===== src/rtl/d2l_pkg.sv =====
// Shared D2L definitions: link word width and the TX sequencer state encoding.
package d2l_pkg;

    localparam int unsigned D2L_DATA_W = 64;

    typedef enum logic [1:0] {
        StIdle   = 2'd0,
        StLaunch = 2'd1,
        StWait   = 2'd2,
        StResult = 2'd3
    } d2l_state_e;

endpackage


===== src/rtl/d2l_sync_fifo.sv =====
// Single-clock FIFO with combinational head read; count carries one extra bit so full != empty.
module d2l_sync_fifo #(
    parameter int unsigned DATA_W = 64,
    parameter int unsigned DEPTH  = 8
) (
    input  logic              clk,
    input  logic              rstn,
    input  logic              wr_en,
    input  logic [DATA_W-1:0] wr_data,
    input  logic              rd_en,
    output logic [DATA_W-1:0] rd_data,
    output logic              full,
    output logic              empty
);

    localparam int unsigned PTR_W = $clog2(DEPTH);
    localparam logic [PTR_W:0] COUNT_FULL = (PTR_W + 1)'(DEPTH);

    logic [DATA_W-1:0] r_mem [DEPTH];
    logic [PTR_W-1:0]  r_wr_ptr;
    logic [PTR_W-1:0]  r_rd_ptr;
    logic [PTR_W:0]    r_count;
    logic              w_do_wr;
    logic              w_do_rd;

    assign full    = (r_count == COUNT_FULL);
    assign empty   = (r_count == '0);
    assign rd_data = r_mem[r_rd_ptr];

    // A write into a full FIFO is fine when the head leaves in the same cycle.
    assign w_do_wr = wr_en && (!full || rd_en);
    assign w_do_rd = rd_en && !empty;

    always_ff @(posedge clk) begin
        if (w_do_wr) begin
            r_mem[r_wr_ptr] <= wr_data;
        end
    end

    always_ff @(posedge clk or negedge rstn) begin
        if (!rstn) begin
            r_wr_ptr <= '0;
            r_rd_ptr <= '0;
            r_count  <= '0;
        end else begin
            if (w_do_wr) begin
                r_wr_ptr <= r_wr_ptr + PTR_W'(1);
            end
            if (w_do_rd) begin
                r_rd_ptr <= r_rd_ptr + PTR_W'(1);
            end
            if (w_do_wr && !w_do_rd) begin
                r_count <= r_count + (PTR_W + 1)'(1);
            end else if (!w_do_wr && w_do_rd) begin
                r_count <= r_count - (PTR_W + 1)'(1);
            end
        end
    end

endmodule


===== src/rtl/d2l_tx_sequencer.sv =====
// Feeds buffered words into D2L one at a time, waits for a fresh DONE rise (or timeout),
// returns the echoed word with a match flag and keeps saturating transfer/error counters.
module d2l_tx_sequencer
    import d2l_pkg::*;
#(
    parameter int unsigned DATA_W      = D2L_DATA_W,
    parameter int unsigned FIFO_DEPTH  = 8,
    parameter int unsigned TIMEOUT_CYC = 4096,
    parameter int unsigned CNT_W       = 16
) (
    input  logic              clk,
    input  logic              rstn,
    input  logic              s_valid,
    input  logic [DATA_W-1:0] s_data,
    output logic              s_ready,
    output logic              d2l_out_en,
    output logic [DATA_W-1:0] d2l_data_in,
    input  logic              d2l_done,
    input  logic [DATA_W-1:0] d2l_data_out,
    output logic              m_valid,
    output logic [DATA_W-1:0] m_data,
    output logic              m_match,
    input  logic              m_ready,
    output logic              busy,
    output logic [CNT_W-1:0]  tx_cnt,
    output logic [CNT_W-1:0]  err_cnt,
    output logic              timeout_err
);

    localparam int unsigned     TMR_W    = $clog2(TIMEOUT_CYC + 1);
    localparam logic [TMR_W-1:0] TMR_LAST = TMR_W'(TIMEOUT_CYC - 1);
    localparam logic [CNT_W-1:0] CNT_MAX  = '1;

    d2l_state_e        r_state;
    logic              r_done_q;
    logic [TMR_W-1:0]  r_timer;
    logic [DATA_W-1:0] r_data_in;
    logic              r_out_en;
    logic              r_m_valid;
    logic [DATA_W-1:0] r_m_data;
    logic              r_m_match;
    logic [CNT_W-1:0]  r_tx_cnt;
    logic [CNT_W-1:0]  r_err_cnt;
    logic              r_timeout_err;

    logic              w_done_rise;
    logic              w_push;
    logic              w_pop;
    logic              w_fifo_full;
    logic              w_fifo_empty;
    logic [DATA_W-1:0] w_fifo_head;

    assign w_push      = s_valid && !w_fifo_full;
    assign w_pop       = (r_state == StIdle) && !w_fifo_empty;
    // A DONE level left high by the previous word must not complete the next one.
    assign w_done_rise = d2l_done && !r_done_q;

    d2l_sync_fifo #(
        .DATA_W (DATA_W),
        .DEPTH  (FIFO_DEPTH)
    ) u_fifo (
        .clk     (clk),
        .rstn    (rstn),
        .wr_en   (w_push),
        .wr_data (s_data),
        .rd_en   (w_pop),
        .rd_data (w_fifo_head),
        .full    (w_fifo_full),
        .empty   (w_fifo_empty)
    );

    always_ff @(posedge clk or negedge rstn) begin
        if (!rstn) begin
            r_state       <= StIdle;
            r_done_q      <= 1'b0;
            r_timer       <= '0;
            r_data_in     <= '0;
            r_out_en      <= 1'b0;
            r_m_valid     <= 1'b0;
            r_m_data      <= '0;
            r_m_match     <= 1'b0;
            r_tx_cnt      <= '0;
            r_err_cnt     <= '0;
            r_timeout_err <= 1'b0;
        end else begin
            r_done_q <= d2l_done;
            r_out_en <= 1'b0;
            case (r_state)
                StIdle: begin
                    if (!w_fifo_empty) begin
                        r_data_in <= w_fifo_head;
                        r_out_en  <= 1'b1;
                        r_state   <= StLaunch;
                    end
                end
                StLaunch: begin
                    r_timer <= '0;
                    r_state <= StWait;
                end
                StWait: begin
                    if (w_done_rise) begin
                        r_m_data  <= d2l_data_out;
                        r_m_match <= (d2l_data_out == r_data_in);
                        r_m_valid <= 1'b1;
                        r_state   <= StResult;
                    end else if (r_timer == TMR_LAST) begin
                        r_m_data      <= '0;
                        r_m_match     <= 1'b0;
                        r_timeout_err <= 1'b1;
                        r_m_valid     <= 1'b1;
                        r_state       <= StResult;
                    end else begin
                        r_timer <= r_timer + TMR_W'(1);
                    end
                end
                StResult: begin
                    if (m_ready) begin
                        r_m_valid <= 1'b0;
                        if (r_tx_cnt != CNT_MAX) begin
                            r_tx_cnt <= r_tx_cnt + CNT_W'(1);
                        end
                        if (!r_m_match && (r_err_cnt != CNT_MAX)) begin
                            r_err_cnt <= r_err_cnt + CNT_W'(1);
                        end
                        r_state <= StIdle;
                    end
                end
                default: r_state <= StIdle;
            endcase
        end
    end

    assign s_ready     = !w_fifo_full;
    assign d2l_out_en  = r_out_en;
    assign d2l_data_in = r_data_in;
    assign m_valid     = r_m_valid;
    assign m_data      = r_m_data;
    assign m_match     = r_m_match;
    assign busy        = (r_state != StIdle) || !w_fifo_empty;
    assign tx_cnt      = r_tx_cnt;
    assign err_cnt     = r_err_cnt;
    assign timeout_err = r_timeout_err;

endmodule

===== config.mk =====
export PLATFORM = sky130hd
export DESIGN_NAME = d2l_tx_sequencer
export DESIGN_NICKNAME = d
export VERILOG_FILES = /design/src/rtl/d2l_pkg.sv /design/src/rtl/d2l_sync_fifo.sv /design/src/rtl/d2l_tx_sequencer.sv
export SDC_FILE = /design/constraint.sdc
export NUM_CORES = 1
export LEC_CHECK = 0
export CORE_ASPECT_RATIO = 1.75
export CORE_MARGIN = 2
export CORE_UTILIZATION = 45
export DETAILED_ROUTE_END_ITERATION = 8
export DONT_BUFFER_PORTS = 1
export MAX_ROUTING_LAYER = met4
export PLACE_DENSITY = 0.59
export SLEW_MARGIN = 20
export SYNTH_ARGS = -nofsm -noshare
export SYNTH_HDL_FRONTEND = slang
export SYNTH_SLANG_ARGS = --single-unit

===== constraint.sdc =====
create_clock -name clk -period 10.4 [get_ports clk]
set_input_delay 1.04 -clock clk [delete_from_list [all_inputs] [get_ports clk]]
set_output_delay 1.04 -clock clk [all_outputs]
set_load 0.005 [all_outputs]

==> metrics.md <==
| Metric | Value |
|---|---|
| # rows | 119 |
| Total power | 8.57 mW |
| Core area | 0.0600 mm² |
| Num CTS Buffers | 60 |
| Final WS setup | 6.92 ns |
| First-pass GRT wire length | about 100 mm |
| Syn nets | 1605 |
| Internal power | 5.83 mW |
| Io pins | 299 |
| Detailed-placement wirelength estimate | 42.6 mm |
| Clk network pwr share | 27.3% |
| Setup crit end kind | flop |
| Total routed wirelength | between 60 and 70 mm |
| Number of synthesized flops with an enable pin | 512 |
| Total setup buffers inserted after CTS | 0 |
| Seq cells post-synth | between 700 and 800 |
| Mapped Cells | about 1500 |
| Vias in the first global route | 14300 |
| Status | finished clean |
| Leakage power | 10.6 nW |
| Placed cells | 2198 |
| Crit share post-route | between 30% and 40% |
| Clock latency on the worst-skew pair | 0.64 ns |
| Maximum VDD drop | 147 µV |
| Setup-failing EPs final | 0 |
| Skew final | 0.0309 ns |
| Synth warn | 0 |
| DR DRC count | 0 |
| Hold Path Class | in2async |
| Pwr dens | 283 mW/mm² |
| Vias after detailed routing | 13500 |
| Async set or reset register ratio after synthesis | 27.1% |
| CTS tree | built |
| Sequential area share after synthesis | 73.8% |
| Dpl ws | 6.42 ns |
| First DRT Iteration DRCs | 878 |
| Top-area cell type share of the netlist area | 56.4% |
| Area Overhead vs Synth | 11.0% |
| Die width | 190 µm |
| Hold Vio Cnt, Final | 0 |
| Compound-cell area share of the yosys netlist | 3.77% |
| Post-CTS sizing | 0 |
| Post-Synth Adder-Cell Area | 0.624% |
| Antenna Nets Post-Route | 0 |
| Unique masters post-synth | 47 |
| Setup TNS | 0 ns |
| Clk buf depth | 3 |
| Initial core utilization | 45.5% |
| GR Overflow Total | 0 |
| Finished Layout Cells | 2312 |
| Post-synthesis xor/xnor area fraction | 3.28% |
| CP Data Required Time | between 10 and 15 ns |
| Top cell type by total area after synthesis | edfxtp_1 |
| CTS Sinks | 702 |
| Setup crit start kind | flop |
| Vias per cell | 5.85 |
| Sw Pwr | 2.74 mW |
| Post-Syn Area per Cell | 18.7 µm² |
| Max-Cap Viols | 0 |
| Crit-path cells | buf_6 -> buf_4 -> mux4_2 -> mux2i_1 -> o21ai_0 |
| Simple-Gate Fraction of Synth Area | 3.86% |
| Initial antenna violation count | 2 |
| Hold buffers post-CTS | 0 |
| Worst Tran Pin Value | 1.16 ns |
| Largest net degree at the start of global routing | 191 |
| Crit path DAT | 3.96 ns |
| Wire per inst | 29.5 µm |
| Minimum clock period | 3.48 ns |
| Multiplexer share of the synthesized area | a little over an eighth |
| Max-slew violations | 0 |
| Dominant synthesized flop cell | edfxtp_1 |
| Largest family of logic cells by synthesized area | multiplexers |
| Layout Nets | 1620 |
| Proportion of power drawn by combinational gates | 23.5% |
| Mapped Area | between 0.02 and 0.03 mm² |
| Cell with the most instances after synthesis | edfxtp_1 |
| RSZ-0062 raised after global routing | no |
| Clock transition at path regs | roughly 0.070 ns |
| Port-buffer cells | 0 |
| CP Class | reg2reg |
| Switch share | between 30% and 40% |
| Root Driver | clkbuf_16 |
| Routability congestion estimate | 0.829 |
| TritonRoute pass-1 iters | 5 |
| ANT cells | 0 |
| Final Util | 50.4% |
| Htree depth | 2 |
| Die area | 0.0627 mm² |
| Ratio of cells with drive above 1 in the final layout | 18.0% |
| Top cells by area, synth | edfxtp_1 56%, dfrtp_1 17%, mux4_2 11% |
| Highest-delay cell along the critical path | dfrtp_4 |
| Relative slew slack | 22.1% |
| Max Freq | about 0.29 GHz |
| Total track usage | 22.6% |
| Synth top cells by count | 512 x edfxtp_1, 190 x dfrtp_1, 128 x mux4_2 |
| Max Fanout on Critical Path | 49 |
| Part of the power in registers | 49.2% |
| Die Y | 330 µm |
| Max incr delay on CP | 1.03 ns |
[power by group through the flow]
stage	registers [mW]	clock network [mW]	logic, mW
2_1_floorplan	3.92	0	1.65
3_3_place_gp	4.27	0	2.03
3_5_place_dp	4.28	0	2.06
4_1_cts	4.23	2.39	2.06
5_1_grt	4.28	2.48	2.21
6_report	4.21	2.34	2.02
[layout by cell type, fill, tap and decap left out, types with 2 or more instances in the layout]
cell,synthesis,routed
a21o_1,3,3
a21oi_1,4,4
a22o_1,64,64
and2_1,2,2
and3_1,5,5
and4_1,5,5
buf_4,0,16
buf_6,7,4
bufinv_16,0,5
clkbuf_1,36,10
clkbuf_16,0,64
clkbuf_8,0,7
clkinv_1,0,4
clkinv_2,0,11
clkinv_4,0,3
clkinvlp_4,0,4
dfrtp_1,190,187
dfrtp_4,0,3
edfxtp_1,512,512
ha_1,12,12
inv_1,8,8
inv_16,0,2
inv_6,0,2
mux2_2,5,5
mux2i_1,71,71
mux4_2,128,128
nand2_1,104,104
nand2b_1,6,5
nand3_1,18,18
nand4_1,23,23
nor2_1,16,13
nor2_4,0,3
nor3_1,10,6
nor3_2,0,4
nor4_1,15,13
nor4_2,0,2
o21ai_0,68,68
xnor2_1,64,64
xor2_1,38,38
[sequential cells by signal (all words and copies together), names as in the netlist]
name and flops:
u_fifo.r_mem 512, d2l_data_in 64, m_data 64, err_cnt 16, tx_cnt 16, r_timer 13, u_fifo.r_count 4, u_fifo.r_rd_ptr 3
u_fifo.r_wr_ptr 3, r_state 2, d2l_out_en 1, m_match 1, m_valid 1, r_done_q 1, timeout_err 1
[critical path: cells and delay by family, from the launching register on]
kind	cells	cell delay [ns]
flip-flops	1	1.03
buffers and inverters	2	1.42
multiplexers	2	0.72
AO/OA/AOI/OAI	1	0.10
[worst paths after layout]
kind / cells past startpoint / startpoint / slack, ns / to
max in group asynchronous: 0 / rstn / 9.97 / d2l_data_in[43]
setup reg to reg: 5 / u_fifo.r_rd_ptr[0] / 6.92 / d2l_data_in[34]
setup / recovery: 5 / u_fifo.r_rd_ptr[0] / 6.92 / d2l_data_in[34]
hold reg to reg: 1 / r_timer[11] / 0.48 / r_timer[11]
hold / removal: 0 / rstn / 0.11 / d2l_data_in[10]
min in group clk: 0 / d2l_done / 0.45 / r_done_q
[layout make-up]
type / count / area (µm²)
clock buffers: 81 / 1740
clock inverters: 33 / 345
fillers: 4858 / 29700
inverters: 8 / 30.0
multi-input cells: 682 / 6860
flip-flops and latches: 702 / 20100
well taps: 786 / 983
repair buffers: 20 / 165
[metrics by stage]
step | cell area [µm²] | hold WS [ns]
2_1_floorplan | 27300 | 0.449
3_3_place_gp | 28200 | 0.471
3_5_place_dp | 28200 | 0.473
4_1_cts | 30300 | 0.0617
5_1_grt | 30300 | 0.0747
6_report | 30300 | 0.109
[logic make-up after synthesis]
kind of cell	Yosys count
AO/OA/AOI/OAI	148
XOR/XNOR	102
adder cells (fa/ha/maj)	13
buffers and inverters	75
flip-flops	702
multiplexers	204
AND/OR/NAND/NOR	215
[routing by layer]
metal	vias to the layer above	global-route usage, %	routed length [µm]
met5	-	-	0
met2	518	37.2	34100
li1	5762	-	-
met4	0	5.56	1390
met1	7146	27.7	26800
met3	89	6.37	5930
(Power assumes the default switching activity.)
